### config.mk
export PLATFORM = sky130hd
export DESIGN_NAME = tqvp_uart_tx_fifo
export DESIGN_NICKNAME = d
export VERILOG_FILES = /design/src/rtl/tqvp_uart_tx_fifo.sv
export SDC_FILE = /design/constraint.sdc
export NUM_CORES = 1
export LEC_CHECK = 0
export CAP_MARGIN = 5
export CORE_UTILIZATION = 55
export CTS_CLUSTER_SIZE = 10
export DETAILED_ROUTE_END_ITERATION = 6
export PLACE_DENSITY_LB_ADDON = 0.25
export SYNTH_ARGS = -nofsm -noshare
export SYNTH_HDL_FRONTEND = slang
export SYNTH_SLANG_ARGS = --single-unit
### constraint.sdc
create_clock -name clk -period 8.6 [get_ports clk]
set_input_delay 1.29 -clock clk [delete_from_list [all_inputs] [get_ports clk]]
set_output_delay 1.29 -clock clk [all_outputs]
set_load 0.1 [all_outputs]
### src/rtl/tqvp_uart_tx_fifo.sv
// tqvp_uart_tx_fifo: TinyQV transmit UART peripheral.
// CPU-written bytes are queued in a FIFO and sent as 8N1 frames on uo_out[0]
// at a programmable baud divisor (bit time = DIV+1 clocks).
// Optional feature macro: UART_TX_PARITY_EN adds an even-parity bit per frame
// and advertises it in STATUS bit 4.
module tqvp_uart_tx_fifo #(
    parameter int unsigned FIFO_DEPTH = 16,
    parameter logic [15:0] DIV_RESET  = 16'd555
) (
    input  logic       clk,
    input  logic       rst_n,
    input  logic [7:0] ui_in,
    output logic [7:0] uo_out,
    input  logic [3:0] address,
    input  logic       data_write,
    input  logic [7:0] data_in,
    output logic [7:0] data_out
);

    localparam int unsigned PTR_W = $clog2(FIFO_DEPTH);
    localparam int unsigned CNT_W = PTR_W + 1;
    localparam logic [CNT_W-1:0] FULL_CNT = CNT_W'(FIFO_DEPTH);

    localparam logic [3:0] ADDR_TXDATA = 4'h0;
    localparam logic [3:0] ADDR_STATUS = 4'h1;
    localparam logic [3:0] ADDR_DIV_LO = 4'h2;
    localparam logic [3:0] ADDR_DIV_HI = 4'h3;
    localparam logic [3:0] ADDR_CTRL   = 4'h4;
    localparam logic [3:0] ADDR_COUNT  = 4'h5;

    localparam logic [2:0] ST_IDLE   = 3'd0;
    localparam logic [2:0] ST_START  = 3'd1;
    localparam logic [2:0] ST_DATA   = 3'd2;
    localparam logic [2:0] ST_STOP   = 3'd3;
`ifdef UART_TX_PARITY_EN
    localparam logic [2:0] ST_PARITY = 3'd4;
    localparam logic       PARITY_FEATURE = 1'b1;
`else
    localparam logic       PARITY_FEATURE = 1'b0;
`endif

    // FIFO storage and bookkeeping
    logic [7:0]       fifo_mem [FIFO_DEPTH];
    logic [PTR_W-1:0] wr_ptr;
    logic [PTR_W-1:0] rd_ptr;
    logic [CNT_W-1:0] count;
    logic             overflow;
    logic [15:0]      div_q;

    // Serializer state
    logic [2:0]  state;
    logic [15:0] baud_cnt;
    logic [15:0] div_lat;
    logic [2:0]  bit_idx;
    logic [7:0]  shift_q;
    logic        parity_q;
    logic        tx_q;

    // Next-state values for the serializer
    logic [2:0]  nxt_state;
    logic [15:0] nxt_cnt;
    logic [15:0] nxt_div;
    logic [2:0]  nxt_idx;
    logic [7:0]  nxt_shift;
    logic        nxt_par;
    logic        nxt_tx;
    logic        pop;

    logic       fifo_empty;
    logic       fifo_full;
    logic       push_req;
    logic       push_ok;
    logic       flush;
    logic       ovf_clr;
    logic       busy;
    logic [7:0] fifo_head;
    logic       unused_ui;

    assign unused_ui  = ^ui_in;
    assign fifo_empty = (count == '0);
    assign fifo_full  = (count == FULL_CNT);
    assign fifo_head  = fifo_mem[rd_ptr];
    assign busy       = (state != ST_IDLE);

    assign push_req = data_write && (address == ADDR_TXDATA);
    assign flush    = data_write && (address == ADDR_CTRL) && data_in[0];
    assign ovf_clr  = data_write && (address == ADDR_CTRL) && data_in[1];
    // A full FIFO still accepts a push when the serializer pops in the same cycle.
    assign push_ok  = push_req && !flush && (!fifo_full || pop);

    // FIFO data storage (no reset needed; validity tracked by count)
    always_ff @(posedge clk) begin
        if (push_ok) begin
            fifo_mem[wr_ptr] <= data_in;
        end
    end

    // FIFO pointers, occupancy and sticky overflow flag
    always_ff @(posedge clk or negedge rst_n) begin
        if (!rst_n) begin
            wr_ptr   <= '0;
            rd_ptr   <= '0;
            count    <= '0;
            overflow <= 1'b0;
        end else begin
            if (flush) begin
                wr_ptr <= '0;
                rd_ptr <= '0;
                count  <= '0;
            end else begin
                if (push_ok) begin
                    wr_ptr <= wr_ptr + 1'b1;
                end
                if (pop) begin
                    rd_ptr <= rd_ptr + 1'b1;
                end
                case ({push_ok, pop})
                    2'b10:   count <= count + 1'b1;
                    2'b01:   count <= count - 1'b1;
                    default: count <= count;
                endcase
            end
            if (ovf_clr) begin
                overflow <= 1'b0;
            end else if (push_req && !flush && fifo_full && !pop) begin
                overflow <= 1'b1;
            end
        end
    end

    // Baud divisor register, byte-writable
    always_ff @(posedge clk or negedge rst_n) begin
        if (!rst_n) begin
            div_q <= DIV_RESET;
        end else if (data_write) begin
            if (address == ADDR_DIV_LO) begin
                div_q[7:0] <= data_in;
            end else if (address == ADDR_DIV_HI) begin
                div_q[15:8] <= data_in;
            end
        end
    end

    // Serializer next-state logic; tx is derived from the next state so the
    // line comes straight off a flop
    always_comb begin
        nxt_state = state;
        nxt_cnt   = baud_cnt;
        nxt_div   = div_lat;
        nxt_idx   = bit_idx;
        nxt_shift = shift_q;
        nxt_par   = parity_q;
        pop       = 1'b0;
        case (state)
            ST_IDLE: begin
                if (!fifo_empty) begin
                    pop       = 1'b1;
                    nxt_state = ST_START;
                    nxt_shift = fifo_head;
                    nxt_par   = ^fifo_head;
                    nxt_div   = div_q;
                    nxt_cnt   = div_q;
                end
            end
            ST_START: begin
                if (baud_cnt == '0) begin
                    nxt_state = ST_DATA;
                    nxt_idx   = '0;
                    nxt_cnt   = div_lat;
                end else begin
                    nxt_cnt = baud_cnt - 16'd1;
                end
            end
            ST_DATA: begin
                if (baud_cnt == '0) begin
                    nxt_cnt = div_lat;
                    if (bit_idx == 3'd7) begin
`ifdef UART_TX_PARITY_EN
                        nxt_state = ST_PARITY;
`else
                        nxt_state = ST_STOP;
`endif
                    end else begin
                        nxt_idx   = bit_idx + 3'd1;
                        nxt_shift = {1'b0, shift_q[7:1]};
                    end
                end else begin
                    nxt_cnt = baud_cnt - 16'd1;
                end
            end
`ifdef UART_TX_PARITY_EN
            ST_PARITY: begin
                if (baud_cnt == '0) begin
                    nxt_state = ST_STOP;
                    nxt_cnt   = div_lat;
                end else begin
                    nxt_cnt = baud_cnt - 16'd1;
                end
            end
`endif
            ST_STOP: begin
                if (baud_cnt == '0) begin
                    if (!fifo_empty) begin
                        pop       = 1'b1;
                        nxt_state = ST_START;
                        nxt_shift = fifo_head;
                        nxt_par   = ^fifo_head;
                        nxt_div   = div_q;
                        nxt_cnt   = div_q;
                    end else begin
                        nxt_state = ST_IDLE;
                    end
                end else begin
                    nxt_cnt = baud_cnt - 16'd1;
                end
            end
            default: begin
                nxt_state = ST_IDLE;
            end
        endcase

        case (nxt_state)
            ST_START: nxt_tx = 1'b0;
            ST_DATA:  nxt_tx = nxt_shift[0];
`ifdef UART_TX_PARITY_EN
            ST_PARITY: nxt_tx = nxt_par;
`endif
            default:  nxt_tx = 1'b1;
        endcase
    end

    // Serializer registers; reset returns the line high immediately
    always_ff @(posedge clk or negedge rst_n) begin
        if (!rst_n) begin
            state    <= ST_IDLE;
            baud_cnt <= '0;
            div_lat  <= DIV_RESET;
            bit_idx  <= '0;
            shift_q  <= '0;
            parity_q <= 1'b0;
            tx_q     <= 1'b1;
        end else begin
            state    <= nxt_state;
            baud_cnt <= nxt_cnt;
            div_lat  <= nxt_div;
            bit_idx  <= nxt_idx;
            shift_q  <= nxt_shift;
            parity_q <= nxt_par;
            tx_q     <= nxt_tx;
        end
    end

    assign uo_out = {7'b0000000, tx_q};

    // Combinational register read mux
    always_comb begin
        data_out = '0;
        case (address)
            ADDR_STATUS: data_out = {3'b000, PARITY_FEATURE, overflow, fifo_empty, fifo_full, busy};
            ADDR_DIV_LO: data_out = div_q[7:0];
            ADDR_DIV_HI: data_out = div_q[15:8];
            ADDR_COUNT:  data_out = {{(8 - CNT_W){1'b0}}, count};
            default:     data_out = '0;
        endcase
    end

endmodule

* Word level (Yosys, flattened, before mapping)
Memories as Yosys holds them, arrays and structs flattened.
Cells that the tools add are included.
** Operators by class
- Mux-type cells :: 38
- Divide/modulo/power cells :: 0
- Order comparisons :: 0
- Multipliers :: 0
- Reduce and logical (&&, ||, !) cells :: 31
- Shift operators :: 0
- Equal/unequal tests :: 18
- Bitwise gates (word level) :: 1
- Add/sub/neg operators :: 6
** Operators by type and width (count)
- $mux W16 :: 5
- $pmux W16 S3 :: 1
- $mux W8 :: 4
- $pmux W16 S2 :: 1
- $pmux W8 S4 :: 1
- $mux W3 :: 8
- $pmux W8 S3 :: 1
- $logic_not A16 Y1 :: 1
- $mux W4 :: 4
- $sub A16 B1 Y16 const B :: 1
- $pmux W3 S4 :: 1
- $reduce_bool A3 Y1 :: 4
- $pmux W5 S2 :: 1
- $reduce_bool A2 Y1 :: 5
- $eq A3 B2 Y1 const B :: 3
- $add A4 B1 Y4 const B :: 2
- $eq A4 B2 Y1 const B :: 2
- $eq A4 B3 Y1 const B :: 2
- $logic_and A1 B1 Y1 :: 8
- $ne A2 B2 Y1 const B :: 4
- $reduce_and A4 Y1 :: 2
- $mux W1 :: 7
- $eq A3 B1 Y1 const B :: 2
- $pmux W3 S2 :: 1
- other kinds (19) :: 23
** Storage, ports and cells
- Word-level logic and storage cells :: 108
- RAM bits :: 128
- Bits in read-only memories :: 0
- Output and inout bits :: 16
- Register bits after elaboration :: 77
- Bits in latches :: 0
- Memories :: 1
** Memories
- fifo_mem :: words 16, width 8, read ports 1, clocked after Yosys merged registers in 0, write ports 1, line 43 : logic [7:0] fifo_mem [FIFO_DEPTH];

* Logic depth before layout (Yosys ltp)
Gate-level depths: netlist (run 1).
- Depth after elaboration :: 9
- Depth in mapped cells :: 13
- Mapped depth without buffers :: 12

* Least setup slack after synthesis (run 1)
Ideal clock, no wire load.
- Kind :: input -> output
- From :: input port address[1]
- To :: output port data_out[4]
- Buffers on the path :: 1
- Arrival :: 3.871 ns
- Stages on the path :: 4
- Setup slack :: 3.439 ns
- Path through :: clkbuf_1 -> nand2b_1 -> a2bb2oi_1 -> o21ai_0
** On the way
- Longest elaborated chain between the ends :: 2
- Elaborated cells between the ends (all ways) :: 5
** Ends and longest elaborated chain
- start, declared :: line 14 : input logic [3:0] address,
- $eq A4 B3 Y1 (tied with other cells) :: line 258 : case (address)
- $pmux W8 S4 * :: line 258
- end, declared :: line 17 : output logic [7:0] data_out
Every way passes the cells marked *; elsewhere a longest branch is shown, timed or not.

* Final worst setup path (run 1)
- From :: input port address[1]
- To :: output port data_out[3]
Same word-level chain as after synthesis.

==> results of run 1 <==
[registers in the layout (all words and copies together) (netlist names)]
register / cells
fifo_mem: 128
baud_cnt: 16
div_lat: 16
div_q: 16
shift_q: 8
count: 5
rd_ptr: 4
wr_ptr: 4
bit_idx: 3
state: 3
overflow: 1
tx_q: 1
[where the power goes]
part / switching [mW] / internal [mW]
logic: 0.488 / 0.412
registers: 0.165 / 1.19
clock network: 0.381 / 0.576
[final timing paths]
kind                        startpoint             end  depth (start not counted)
min in group asynchronous        rst_n      bit_idx[0]                          1
setup reg to reg           baud_cnt[0]  fifo_mem[4][2]                          8
setup / recovery            address[1]     data_out[3]                          5
max in group asynchronous        rst_n       rd_ptr[0]                          1
hold reg to reg             shift_q[7]      shift_q[7]                          1
hold / removal              shift_q[7]      shift_q[7]                          1
[kinds of logic after synthesis]
kind of cell | after synthesis | share of synthesized area
AOI/OAI and AO/OA | 161 | 0.110
DFF | 205 | 0.599
and+or+nand+nor | 180 | 0.103
muxes | 81 | 0.132
buffers and inverters | 65 | 0.0302
other | 1 | 0.000388
xor gates and xnor gates | 15 | 0.0136
adders and majority gates | 9 | 0.0117
[synthesized netlist by cell type, types with 9 or more instances]
library cell  count  area, sq um
edfxtp_1        128         3840
dfrtp_1          66         1650
nor2_1           47          176
a21oi_1          40          200
mux2_2           34          383
mux4_2           34          766
o21ai_0          33          165
nand2_1          32          120
clkbuf_1         27          101
and2_1           18          113
nand3_1          17         85.1
inv_1            15         56.3
mux2i_1          13          130
a2bb2oi_1        12          105
a31oi_1          12         75.1
dfstp_2          11          289
a211oi_1         10         75.1
buf_4            10         75.1
ha_1              9          113
nor2b_1           9         56.3
[per-stage QoR]
step	hold slack, ns	instance area [sq um]	power (mW)	std cells
2_1_floorplan	0.467	9690	2.03	724
3_3_place_gp	0.488	10000	2.24	928
3_5_place_dp	0.488	10000	2.27	928
4_1_cts	0.508	10800	3.23	974
5_1_grt	0.532	10800	3.37	974
6_report	0.503	10800	3.21	974
[placed cells by master, fill, tap and decap left out, types with 11 or more instances in the layout]
| cell type | Yosys | final |
|---|---|---|
| edfxtp_1 | 128 | 128 |
| dfrtp_1 | 66 | 65 |
| nor2_1 | 47 | 46 |
| a21oi_1 | 40 | 40 |
| mux4_2 | 34 | 34 |
| mux2_2 | 34 | 34 |
| o21ai_0 | 33 | 33 |
| nand2_1 | 32 | 32 |
| clkbuf_16 | 0 | 25 |
| clkdlybuf4s50_1 | 0 | 22 |
| and2_1 | 18 | 18 |
| nand3_1 | 17 | 17 |
| inv_1 | 15 | 15 |
| clkbuf_1 | 27 | 15 |
| mux2i_1 | 13 | 13 |
| a2bb2oi_1 | 12 | 12 |
| a31oi_1 | 12 | 12 |
| dfstp_2 | 11 | 11 |
[worst max-delay path: stages]
cell and delay (ns):
clkdlybuf4s50_1 0.62, nand2b_1 0.13, nor3_1 0.78, a221o_1 0.29, clkdlybuf4s50_1 1.14
[layer usage]
metal / up-vias / GRT usage
met4: 0 / 0.0811
met5: - / 0
li1: 2779 / -
met2: 256 / 0.404
met1: 3096 / 0.357
met3: 46 / 0.0383
[area by class of cell]
class,count,area [sq um],share of cell area
Clock buffer,44,737,0.0685
Clock inverter,2,15.0,0.00139
Inverter,15,56.3,0.00523
Multi-Input combinational cell,454,3620,0.336
Sequential cell,205,5790,0.537
Tap cell,225,282,0.0262
Timing Repair Buffer,29,273,0.0253
==> impl_metrics.toml, run 1 <==
[floorplanning]
initial_utilization = 0.561
coreArea_sq_um = 17200
dieArea_sq_um = 18100
fp.dieW_um = 135
die_h_um = 135
io_pins = 39
rows = 48

[critical_path]
path_class = "input port to output port"
reg2reg_setup_slack_ns = 4.92
worst_ep_arrival_time_ns = 4.26
required_ns = 7.31
cp_max_fo = 9
start_kind = "input port"
end_kind = "output port"

[clock_network]
cts.path.max_buffers = 3
clock_latency_ns = 0.51
cts_tree = "built"
cts_max_level = 1
cts-root-buf = "clkbuf_16"
cts_sinks = 205
ctsResizeCount = 0
cts_buffers = 25
clk_pin_slew_worst_paths_ns = 0.05
holdBufCountCts = 0
postCtsSetupRepairBufs = 0

[detailed_routing]
ant_nets = 0
viasPerCell = 6.34
wirelength_mm = 21.9
drt_iter0_markers = 691
wire_per_inst_um = 22.5
dr.pass1.iters = 7
dr_wl_met3_mm = 1.42
wl_met1_mm = 9.40
num_vias = 6177
met2WireLength_mm = 10.5
drc = 1
dr.max_layer_used = "met4"

[sta]
clock.fmax_mhz = 180
setup_viol = 0
tightest_slew_ns = 1.00
finalWorstSetupSlack_ns = 3.05
fin_crit_sh = 0.646
slew_violations = 0
skew_ns = 0.0120
hold_viol = 0
slew_headroom = 0.327
fin_tns_setup_ns = 0
rsz0062_at_grt = "false"
period_minus_slack_ns = 5.55

[synthesis]
ys_ff_latch = 205
synthCells = 717
synth_edf_count = 128
yosys_warnings = 0
synthesis.area_sq_um = 9660
async_flop_share = 0.376
syn-mean-instance-area_sq_um = 13.5
synth_ff_type = "edfxtp_1"
ys_seq_area_frac = 0.599
ys_types = 65

[global_route]
grt_pass1_vias = 6156
gr-total-overflow = 0
grt_max_degree = 78
grt_use_total = 0.252
grt_pass1_wl_mm = 34.7
grt_antenna_before_repair = 0

[placement]
portBuffers = 23
dp_hpwl_mm = 14.2
place_ws_ns = 3.11
globalplace.congestion = 0.948

[min_path]
holdCritPathClass = "flop to flop"

[layout]
antenna_cells = 0
fillers = 1296
fin_util = 0.625
drive_gt1_frac = 0.183
area_growth_pct = 11.4
nets = 762

[power_and_ir_drop]
ir_drop_uv = 187
power.density_nw_per_um2 = 299
p_leak_nw = 3.82

[outcome]
violations = "DRC"
status = "finished, violations left"

[job]
cap_violations = 0
Note: power is estimated with default switching activity, not from simulation.
==> run 2: changes to the inputs <==
==> constraint.sdc (replaced) <==
create_clock -name clk -period 5.5 [get_ports clk]
set_input_delay 0.825 -clock clk [delete_from_list [all_inputs] [get_ports clk]]
set_output_delay 0.825 -clock clk [all_outputs]
set_load 0.1 [all_outputs]
==> run 2 against run 1 <==
Against the previous run: the run still ends with DRC left; sequential power rose by 57%; utilization fell by 0.37 points; worst hold slack lost 0.051 ns; critical path type is now flop to output port; non-clock buffer count stayed put; largest cell class unchanged; flip-flop and latch count is the same; combinational power rose by 57%; global-route usage fell by 0.17 points; clock skew grew 0.016 ns; critical path depth grew 1; via count rose by 2.1%.
==> impl_metrics.toml, run 2 (synthesis gave the netlist of run 1 again) <==
[outcome]
status = "finished, violations left"
violations = "DRC"

[floorplanning]
rows = 48
initial_utilization = 0.561
io_pins = 39
die_h_um = 135
fp.dieW_um = 135
dieArea_sq_um = 18100
coreArea_sq_um = 17200

[layout]
fillers = 1293
area_growth_pct = 10.7
drive_gt1_frac = 0.185
nets = 761
top_register = "fifo_mem"
antenna_cells = 0
largest_reg_flops = 128
final_common_cell = "edfxtp_1"
mostFrequentLayoutCells = "edfxtp_1, dfrtp_1, nor2_1"

[clock_network]
holdBufCountCts = 0
clock_latency_ns = 0.53
cts.path.max_buffers = 3
cts_buffers = 24
cts_sinks = 205
ctsResizeCount = 0
cts_tree = "built"
clk_pin_slew_worst_paths_ns = 0.06
cts-root-buf = "clkbuf_16"
cts_max_level = 1
postCtsSetupRepairBufs = 0

[detailed_routing]
drc = 1
wire_per_inst_um = 22.5
viasPerCell = 6.49
ant_nets = 0
drt_iter0_markers = 705
wirelength_mm = 21.9
num_vias = 6307
dr.pass1.iters = 7

[sta]
period_minus_slack_ns = 4.12
tightest_slew_ns = 1.03
skew_ns = 0.0285
whs_ns = 0.452
hold_viol = 0
clock.fmax_mhz = 242
slew_headroom = 0.310
fin_tns_setup_ns = 0
fin_crit_sh = 0.750
slew_violations = 0
rsz0062_at_grt = "false"
setup_viol = 0

[power_and_ir_drop]
pwr-share-clk = 0.285
power.density_nw_per_um2 = 462
combPwrFrac = 0.285
internal_power_mw = 3.33
ir_drop_uv = 304
p_sw_mw = 1.61
p_leak_nw = 3.80
switching_share = 0.326
pwr-share-seq = 0.430

[critical_path]
path_class = "flop to output port"
worst_ep_arrival_time_ns = 3.30
reg2reg_from = "baud_cnt[0]"
end_kind = "output port"
required_ns = 4.68
cp_cell_sequence = "nor4_1 > nand2b_1 > nor2_1 > a21oi_1 > o22ai_1 > clkdlybuf4s50_1"
start_kind = "flop"
cp_max_fo = 9
crit_path_top_delay_cell = "clkdlybuf4s50_1"
crit_start = "count[1]"
max_stage_delay_ns = 1.16

[placement]
globalplace.congestion = 0.942
dp_hpwl_mm = 14.3
portBuffers = 23

[global_route]
grt_pass1_wl_mm = 34.6
grt_pass1_vias = 6185
grt_use_total = 0.250
gr-total-overflow = 0
grt_antenna_before_repair = 0
grt_max_degree = 78

[min_path]
holdCritPathClass = "input port to async pin"

[job]
cap_violations = 0
==> run 2: changes by cell type in the layout (fill, tap and decap cells not counted), sizes merged <==
cell,delta
clkdlybuf4s50,-6
inv,-2
buf,+6
clkbuf,-2
clkinv,+2
==> run 2: path summary, 6_finish.rpt <==
check / end / depth (start not counted) / slack (ns)
max in group asynchronous: baud_cnt[15] / 1 / 4.37
setup reg to reg: fifo_mem[5][7] / 8 / 1.93
setup / recovery: data_out[2] / 6 / 1.38
hold reg to reg: shift_q[7] / 1 / 0.51
hold / removal: rd_ptr[1] / 1 / 0.45
min in group clk: shift_q[7] / 1 / 0.51
==> run 2: power by group through the flow <==
stage               clock network (mW)  logic, mW  registers (mW)
floorplan                            0       1.14            2.02
detailed placement                   0       1.40            2.14
finish                            1.41       1.41            2.13
global route                      1.50       1.53            2.15
CTS                               1.44       1.42            2.12
global placement                     0       1.37            2.13
==> run 2: critical path, delay by kind of cell (launching register included) <==
kind	cells	cell delay, ns
simple gates	3	0.94
flops	1	0.48
compound gates	2	0.20
buf+inv	1	1.16
==> run 2: through the flow <==
stage          worst slack (ns)  cell area, sq um  power, mW   util  instances
3_5_place_dp               1.43             10000       3.55  0.580        928
4_1_cts                    1.36             10700       4.97  0.621        972
6_report                   1.38             10700       4.95  0.621        972
3_3_place_gp               1.54             10000       3.50  0.580        928
2_1_floorplan              1.27              9690       3.17      -        724
5_1_grt                    1.20             10700       5.18  0.621        972
==> run 2: per-layer routing <==
layer	GRT usage	vias to the layer above	share of wire
met4	0.0705	0	0.022
met5	0	-	0
met1	0.355	3249	0.43
met2	0.410	242	0.49
met3	0.0338	42	0.053
li1	-	2774	-
==> run 2: layout make-up <==
type,count,area [sq um],area share
clock buffer,42,668,0.0624
multi-input combinational,454,3620,0.338
inverter,15,56.3,0.00526
clock inverter,2,35.0,0.00327
timing repair buffer,29,258,0.0241
tap,225,282,0.0263
sequential,205,5790,0.541
